<file path="config.mk">
export PLATFORM = sky130hd
export DESIGN_NAME = pc_sequencer
export DESIGN_NICKNAME = d
export VERILOG_FILES = /design/src/rtl/pc_pkg.sv /design/src/rtl/ret_stack.sv /design/src/rtl/pc_sequencer.sv
export SDC_FILE = /design/constraint.sdc
export NUM_CORES = 1
export LEC_CHECK = 0
export CAP_MARGIN = 25
export CORE_MARGIN = 1
export CORE_UTILIZATION = 37
export CTS_CLUSTER_DIAMETER = 30
export DETAILED_ROUTE_END_ITERATION = 7
export PLACE_DENSITY = 0.76
export SLEW_MARGIN = 20
export SYNTH_ARGS = -nofsm -noshare
export SYNTH_HDL_FRONTEND = slang
export SYNTH_SLANG_ARGS = --single-unit
export TNS_END_PERCENT = 100
</file>
<file path="constraint.sdc">
create_clock -name clk -period 2.3 [get_ports clk]
set_input_delay 0.46 -clock clk [delete_from_list [all_inputs] [get_ports clk]]
set_output_delay 0.46 -clock clk [all_outputs]
set_load 0.005 [all_outputs]
</file>
<file path="src/rtl/pc_pkg.sv">
// Shared constants and enums for the program-counter sequencer.
package pc_pkg;

  localparam int              ADDR_W      = 12;
  localparam int              DATA_W      = 16;
  localparam logic [ADDR_W-1:0] RESET_PC  = 12'h000;
  localparam int              STACK_DEPTH = 4;

  typedef enum logic {
    BOOT,
    RUN
  } state_t;

  typedef enum logic [2:0] {
    SEL_HOLD,
    SEL_RET,
    SEL_CALL,
    SEL_JUMP,
    SEL_BRANCH,
    SEL_INC
  } sel_t;

endpackage

</file>
<file path="src/rtl/ret_stack.sv">
// Pointer-based LIFO holding return addresses for call/return.
module ret_stack
  import pc_pkg::*;
#(
  parameter int DEPTH = STACK_DEPTH,
  parameter int W     = ADDR_W
) (
  input  logic         clk,
  input  logic         reset_n,
  input  logic         i_push,
  input  logic         i_pop,
  input  logic [W-1:0] i_pushData,
  output logic         o_full,
  output logic         o_empty,
  output logic [W-1:0] o_top
);

  localparam int PTR_W = $clog2(DEPTH);

  logic [PTR_W:0]   r_count;
  logic [W-1:0]     r_mem [DEPTH];
  logic [PTR_W-1:0] w_topIdx;

  assign o_full   = (r_count == (PTR_W+1)'(DEPTH));
  assign o_empty  = (r_count == '0);
  assign w_topIdx = r_count[PTR_W-1:0] - PTR_W'(1);
  assign o_top    = r_mem[w_topIdx];

  // Occupancy count doubles as the write pointer; contents are discarded by clearing it.
  always_ff @(posedge clk or negedge reset_n) begin
    if (!reset_n) begin
      r_count <= '0;
    end else if (i_push && !o_full) begin
      r_count <= r_count + (PTR_W+1)'(1);
    end else if (i_pop && !o_empty) begin
      r_count <= r_count - (PTR_W+1)'(1);
    end
  end

  always_ff @(posedge clk) begin
    if (i_push && !o_full) begin
      r_mem[r_count[PTR_W-1:0]] <= i_pushData;
    end
  end

endmodule

</file>
<file path="src/rtl/pc_sequencer.sv">
// Program-counter stage: jump, relative branch, call/return, increment.
// Return stack is built only when PC_RET_STACK_EN is defined.
module pc_sequencer
  import pc_pkg::*;
(
  input  logic              clk,
  input  logic              reset_n,
  input  logic              stall,
  input  logic              jumpEn,
  input  logic [DATA_W-1:0] jumpTarget,
  input  logic              branchEn,
  input  logic [DATA_W-1:0] branchOffset,
  input  logic              callEn,
  input  logic              retEn,
  output logic [DATA_W-1:0] pc,
  output logic [DATA_W-1:0] pcPlus1,
  output logic              valid,
  output logic              stackOverflow,
  output logic              stackUnderflow
);

  state_t              r_state;
  state_t              w_stateNext;
  sel_t                w_sel;
  logic [ADDR_W-1:0]   r_pc;
  logic [ADDR_W-1:0]   w_pcNext;
  logic [ADDR_W-1:0]   w_pcInc;
  logic [ADDR_W-1:0]   w_retAddr;
  logic                w_active;
  logic                w_unusedBits;

  assign w_pcInc  = r_pc + ADDR_W'(1);
  assign w_active = (r_state == RUN) && !stall;
  assign pc       = {{(DATA_W-ADDR_W){1'b0}}, r_pc};
  assign pcPlus1  = {{(DATA_W-ADDR_W){1'b0}}, w_pcInc};
  assign valid    = (r_state == RUN);

`ifdef PC_RET_STACK_EN
  logic w_full;
  logic w_empty;
  logic w_push;
  logic w_pop;
  logic r_overflow;
  logic r_underflow;

  assign w_push = (w_sel == SEL_CALL) && !w_full;
  assign w_pop  = (w_sel == SEL_RET);

  ret_stack #(
    .DEPTH (STACK_DEPTH),
    .W     (ADDR_W)
  ) u_ret_stack (
    .clk        (clk),
    .reset_n    (reset_n),
    .i_push     (w_push),
    .i_pop      (w_pop),
    .i_pushData (w_pcInc),
    .o_full     (w_full),
    .o_empty    (w_empty),
    .o_top      (w_retAddr)
  );

  // Sticky error flags; only a reset clears them.
  always_ff @(posedge clk or negedge reset_n) begin
    if (!reset_n) begin
      r_overflow  <= 1'b0;
      r_underflow <= 1'b0;
    end else begin
      if ((w_sel == SEL_CALL) && w_full) begin
        r_overflow <= 1'b1;
      end
      if (w_active && retEn && w_empty) begin
        r_underflow <= 1'b1;
      end
    end
  end

  assign stackOverflow  = r_overflow;
  assign stackUnderflow = r_underflow;
  assign w_unusedBits   = &{1'b0, jumpTarget[DATA_W-1:ADDR_W], branchOffset[DATA_W-1:ADDR_W]};
`else
  assign w_retAddr      = r_pc;
  assign stackOverflow  = 1'b0;
  assign stackUnderflow = 1'b0;
  assign w_unusedBits   = &{1'b0, retEn, jumpTarget[DATA_W-1:ADDR_W], branchOffset[DATA_W-1:ADDR_W]};
`endif

  always_ff @(posedge clk or negedge reset_n) begin
    if (!reset_n) begin
      r_state <= BOOT;
      r_pc    <= RESET_PC;
    end else begin
      r_state <= w_stateNext;
      r_pc    <= w_pcNext;
    end
  end

  // Request priority: stall > ret > call > jump > branch > increment.
  always_comb begin
    w_stateNext = RUN;
    w_sel       = SEL_HOLD;
    if (w_active) begin
`ifdef PC_RET_STACK_EN
      if (retEn) begin
        w_sel = w_empty ? SEL_INC : SEL_RET;
      end else if (callEn) begin
        w_sel = SEL_CALL;
      end else if (jumpEn) begin
        w_sel = SEL_JUMP;
      end else if (branchEn) begin
        w_sel = SEL_BRANCH;
      end else begin
        w_sel = SEL_INC;
      end
`else
      if (callEn || jumpEn) begin
        w_sel = SEL_JUMP;
      end else if (branchEn) begin
        w_sel = SEL_BRANCH;
      end else begin
        w_sel = SEL_INC;
      end
`endif
    end
  end

  always_comb begin
    w_pcNext = r_pc;
    case (w_sel)
      SEL_RET:    w_pcNext = w_retAddr;
      SEL_CALL:   w_pcNext = jumpTarget[ADDR_W-1:0];
      SEL_JUMP:   w_pcNext = jumpTarget[ADDR_W-1:0];
      SEL_BRANCH: w_pcNext = r_pc + branchOffset[ADDR_W-1:0];
      SEL_INC:    w_pcNext = w_pcInc;
      default:    w_pcNext = r_pc;
    endcase
  end

endmodule

</file>
== After elaboration in Yosys (flattened, before gate mapping) ==
Index checks and enable logic that the tools add are counted.

* Flip-flop bits (word level): 13
* Bits in latches: 0
* Memory bits (writable): 0
* Memory bits (read-only): 0
* Input bits: 39
* Logic and storage cells: 17
* Memories kept: 0

* Add/sub/neg operators: 2
* $mul: 0
* Div/mod/pow operators: 0
* $lt $le $gt $ge: 0
* Equality and inequality tests: 4
* Shift operators: 0
* Multiplexer cells: 4
* Bitwise logic cells: 0
* Reductions and logical operators: 5

{| class="wikitable"
|+ Operator list
! operator !! count
|-
| $pmux 12 s3 || 1
|-
| $add 12x1->12 const B || 1
|-
| $add 12x12->12 || 1
|-
| $eq 3x2->1 const B || 2
|-
| $eq 3x3->1 const B || 2
|-
| $mux 3 || 2
|-
| $reduce_bool 3->1 || 1
|-
| $reduce_or 2->1 || 1
|-
| $logic_and 1x1->1 || 1
|-
| $logic_not 1->1 || 1
|-
| $logic_or 1x1->1 || 1
|-
| $mux 1 || 1
|}

== Logic depth before layout (Yosys ltp) ==
* Depth in word-level cells: 6
* Depth in mapped cells: 8
* Mapped depth without buffers: 8

== Worst setup path before layout ==
OpenSTA, ideal clock, no wires.

* Path type: register to register
* Start point: reg r_pc[1]
* End point: reg r_pc[11]
* Library setup time: 0.130 ns
* Arrival: 2.042 ns
* Required time: 2.170 ns
* Path slack: 0.128 ns
* Cell stages (with the launch flop): 8
* Path buffers: 0
* Clock period less this slack: 2.172 ns
* Cells stage by stage: dfrtp_1 > ha_1 > a211oi_1 > nor2_1 > o22ai_2 > mux2_2 > nor4b_1 > nor3_1

* Cells in the longest elaborated chain, start to end: 2
* Elaborated cells between the ends (all ways): 3
* Those cells by class: add/sub: 2; mux: 1

{| class="wikitable"
|+ Ends and longest elaborated chain
! element !! RTL line !! text
|-
| start, declared || pc_sequencer.sv:25 || <nowiki>logic [ADDR_W-1:0] r_pc;</nowiki>
|-
| start signal, assigned || pc_sequencer.sv:94 || <nowiki>r_pc <= w_pcNext;</nowiki>
|-
| $add 12x1->12 / $add 12x12->12 (equally long branches) || pc_sequencer.sv:32, pc_sequencer.sv:133 ||
|-
| $pmux 12 s3 * || pc_sequencer.sv:129 || <nowiki>case (w_sel)</nowiki>
|}

Mark *: on every way between the ends. The rest lies on a longest branch, timed or not.
A chain may end at the register's enable or synchronous reset.

== Final worst setup path ==
* Start point: reg r_pc[0]
* End point: out pcPlus1[8]

* Cells in the longest elaborated chain, start to end: 1

{| class="wikitable"
|+ Ends and longest elaborated chain
! element !! RTL line !! text
|-
| $add 12x1->12 || pc_sequencer.sv:32 || <nowiki>assign w_pcInc = r_pc + ADDR_W'(1);</nowiki>
|-
| end, declared || pc_sequencer.sv:16 || <nowiki>output logic [DATA_W-1:0] pcPlus1,</nowiki>
|}

No other way between the ends.

==> flow_summary.toml <==
[min_path]
hp-class = "reg -> reg"

[cts]
cts-root-buf = "sky130_fd_sc_hd__clkbuf_8"
clock_tree_from_tritoncts = "built"
clock_tree_buf_depth = 2
cts.hold.buffers_added = 0
cts.htree.levels = 1
clock_latency_ps = 250
clock_pin_slew_reported_for_the_worst_setup_and_hold_paths_after_clock_tree_synthesis_ps = 50
tritoncts.num_buffers = 3
tritoncts_num_sinks = 13

[logic_synthesis]
ys_ff_latch = 13
yosysWarnings = 0
synth.distinct_cells = 48
syn-instance-count = 183
synth_edf_count = 0
ys_seq_area_share_pct = 21.7
syn-cell-area_sq_um = 1500
predominant_post_synthesis_flop_cell = "sky130_fd_sc_hd__dfrtp_1"
syn_avg_cell_area_sq_um = 8.19
async_flop_share_pct = 100

[setup_path]
timing.critical_path.arrival_ps = 1780
timing.critical_path.slowest_stage_cell = "sky130_fd_sc_hd__dfrtp_1"
worstPathBufferInverterCount = 1
cp_top_family = "simple AND/OR/NAND/NOR gates"
critical_path.max_fanout = 2
timing.critical_path.to_type = "primary output"
worstPathRequired_ps = 1840
setup.worst_path.start_class = "flip-flop"
crit_path_class = "reg -> out"
critPathMaxStageDelay_ps = 360
cp_cell_sequence = "ha_2 > nand2_2 > nor2_2 > and3_1 > xor2_1 > dlygate4sd2_1"

[floorplan]
placementRows = 22
i_o_pin_cnt = 74
horiz_die_dim_microns = 65.7
dieArea_sq_um = 4310
initial_utilization_pct = 39.7
die_h_microns = 65.7
core-area_sq_um = 3770

[cells_and_area]
multi_input_area_sq_um = 1220
area_growth_pct = 71.7
number_of_antenna_repair_diodes = 0
layout.cell_area.non_filler_sq_um = 2570
sequential_cell_area_sq_um = 330
post_route_cells_drive_above_1_share_pct = 29.3
fillers = 307
num-nets-final = 333

[global_routing]
grt_overflow_total = 0
grt_start_max_net_pins = 15
first_global_vias = 1618
global_route_wire_length_before_repair_microns = 7600
antenna_found_initial = 0
global_route.usage.total_pct = 23.4

[sta]
post-route-period-util_pct = 97.4
clock-skew-final_ps = 5.17
timing.final.hold_violations = 0
worst_slew_pin_slew_ps = 648
report.final.slew_viol_count = 0
setup_repair_after_global_routing_missed_its_margin = "no"
finalSetupViolations = 0
tns_ps = 0
period_minus_slack_ps = 2240
fmax_mhz = 446
timing.slew.headroom_pct = 56.7

[placement]
placement.cell_area_sq_um = 2300
routabilityCongestion = 0.859
port_buffers = 54
detailedPlacementHpwl_microns = 3590

[detailed_routing]
routedWlPerCell_microns = 15.2
number_of_optimization_iterations_in_the_first_detailed_route_pass = 4
remaining_design_rule_violation_count = 0
routed_vias = 1735
mean_number_of_vias_per_cell = 5.29
antenna_left = 0
drt_first_iter_violations = 98
finalWirelength_microns = 4980

[status]
status = "finished clean"

[job]
cap_viol_max_count = 0

[power_and_ir_drop]
pwr_density_cell_nw_per_um2 = 546
cellLeakagePower_nw = 1.22
worst_ir_drop_vdd_v = 0.000398
## path summary, 6_finish.rpt
check | end | start | cells after the start | slack, ps
setup / recovery | pcPlus1[8] | r_pc[0]$_DFFE_PN0P_ | 6 | 60
hold / removal | r_pc[3]$_DFFE_PN0P_ | r_pc[3]$_DFFE_PN0P_ | 2 | 570
setup reg to reg | r_pc[11]$_DFFE_PN0P_ | r_pc[1]$_DFFE_PN0P_ | 8 | 100
hold reg to reg | r_pc[3]$_DFFE_PN0P_ | r_pc[3]$_DFFE_PN0P_ | 2 | 570
max in group asynchronous | r_pc[1]$_DFFE_PN0P_ | reset_n | 1 | 1230
min in group asynchronous | r_pc[6]$_DFFE_PN0P_ | reset_n | 1 | 610
## sequential cells by signal, summed over array words and instances, names as in the netlist
register,cells
valid,1
r_pc,12
## synth_stat cells, drive strengths merged (2+ instances only)
library cell  count  area, sq um
a211oi            4         30.0
a21o              5         37.5
a21oi            12         60.1
a221oi            3         32.5
and3              2         12.5
buf              11         80.1
clkbuf            4         15.0
conb              2         7.51
dfrtp            13          325
ha               12          150
inv               5         18.8
mux2i             2         20.0
nand2            19         71.3
nand2b            3         18.8
nand3             4         37.5
nor2             13         48.8
nor3              5         25.0
nor3b             2         15.0
o211ai            2         15.0
o21a              2         15.0
o21ai            18         90.1
o21bai            3         22.5
o22ai             3         25.0
xnor2            10         87.6
xor2              7         68.8
## power breakdown
group          internal [mW]  switching (mW)
logic                  0.505           0.377
registers              0.268          0.0469
clock network          0.123          0.0851
## area by class of cell
type,count,share of cell area [%]
Multi-Input combinational cell,159,47.6
Timing Repair Buffer,99,34.8
Sequential cell,13,12.8
Tap cell,48,2.33
Clock buffer,4,1.75
Inverter,5,0.729
## worst reg2reg max path, stage by stage (launching register included)
cell	delay (ps)
sky130_fd_sc_hd__dfrtp_2	410
sky130_fd_sc_hd__buf_4	170
sky130_fd_sc_hd__ha_4	240
sky130_fd_sc_hd__a211oi_2	240
sky130_fd_sc_hd__nor2_1	90
sky130_fd_sc_hd__o22ai_2	240
sky130_fd_sc_hd__mux2_4	340
sky130_fd_sc_hd__o211a_1	230
sky130_fd_sc_hd__nor3_1	170
## cells by family (layout without fill, tap and decap cells)
kind of cell / count (synthesis) / count (layout) / share of synthesized area, %
other: 2 / 11 / 0.501
buffers and inverters: 20 / 108 / 7.60
adders and majority gates: 13 / 13 / 11.4
AOI/OAI and AO/OA: 59 / 59 / 26.0
xor gates and xnor gates: 17 / 17 / 10.4
muxes: 3 / 3 / 2.09
DFF: 13 / 13 / 21.7
and+or+nand+nor: 56 / 56 / 20.3
## cells in the final DEF, fill, tap and decap left out, drive strengths merged, types with 8 or more instances in the layout
master | netlist | final
a21oi | 12 | 12
dlymetal6s2s | 0 | 8
nor2 | 13 | 13
nand2 | 19 | 19
o21ai | 18 | 18
dfrtp | 13 | 13
clkdlybuf4s50 | 0 | 43
conb | 2 | 11
xnor2 | 10 | 10
buf | 11 | 45
ha | 12 | 12
## repair_timing
item | CTS | global route
endpoints found under the setup margin | 14 | 12
buffers inserted | 5 | 5
endpoints found under the hold margin | 0 | 0
pin swaps | 5 | 7
resized for setup | 24 | 23
## layer usage
| metal | track usage [%] | share of wire, % |
|---|---|---|
| met4 | 4.62 | 2.0 |
| met1 | 30.5 | 42 |
| met3 | 3.47 | 6.5 |
| met2 | 40.3 | 50 |
| met5 | 0 | 0 |
## per-stage QoR
step                      power [mW]  std cells  hold slack (ps)  utilization, %  setup slack (ps)
after floorplan                0.691        192              164               -               128
after global placement          1.08        314              557            61.0              -437
after detailed placement        1.09        314              566            61.0              -486
after CTS                       1.35        323              591            64.8             -55.7
after global routing            1.50        328              610            68.2              4.65
final                           1.40        328              565            68.2              58.7
Note: power is estimated with default switching activity, not from simulation.
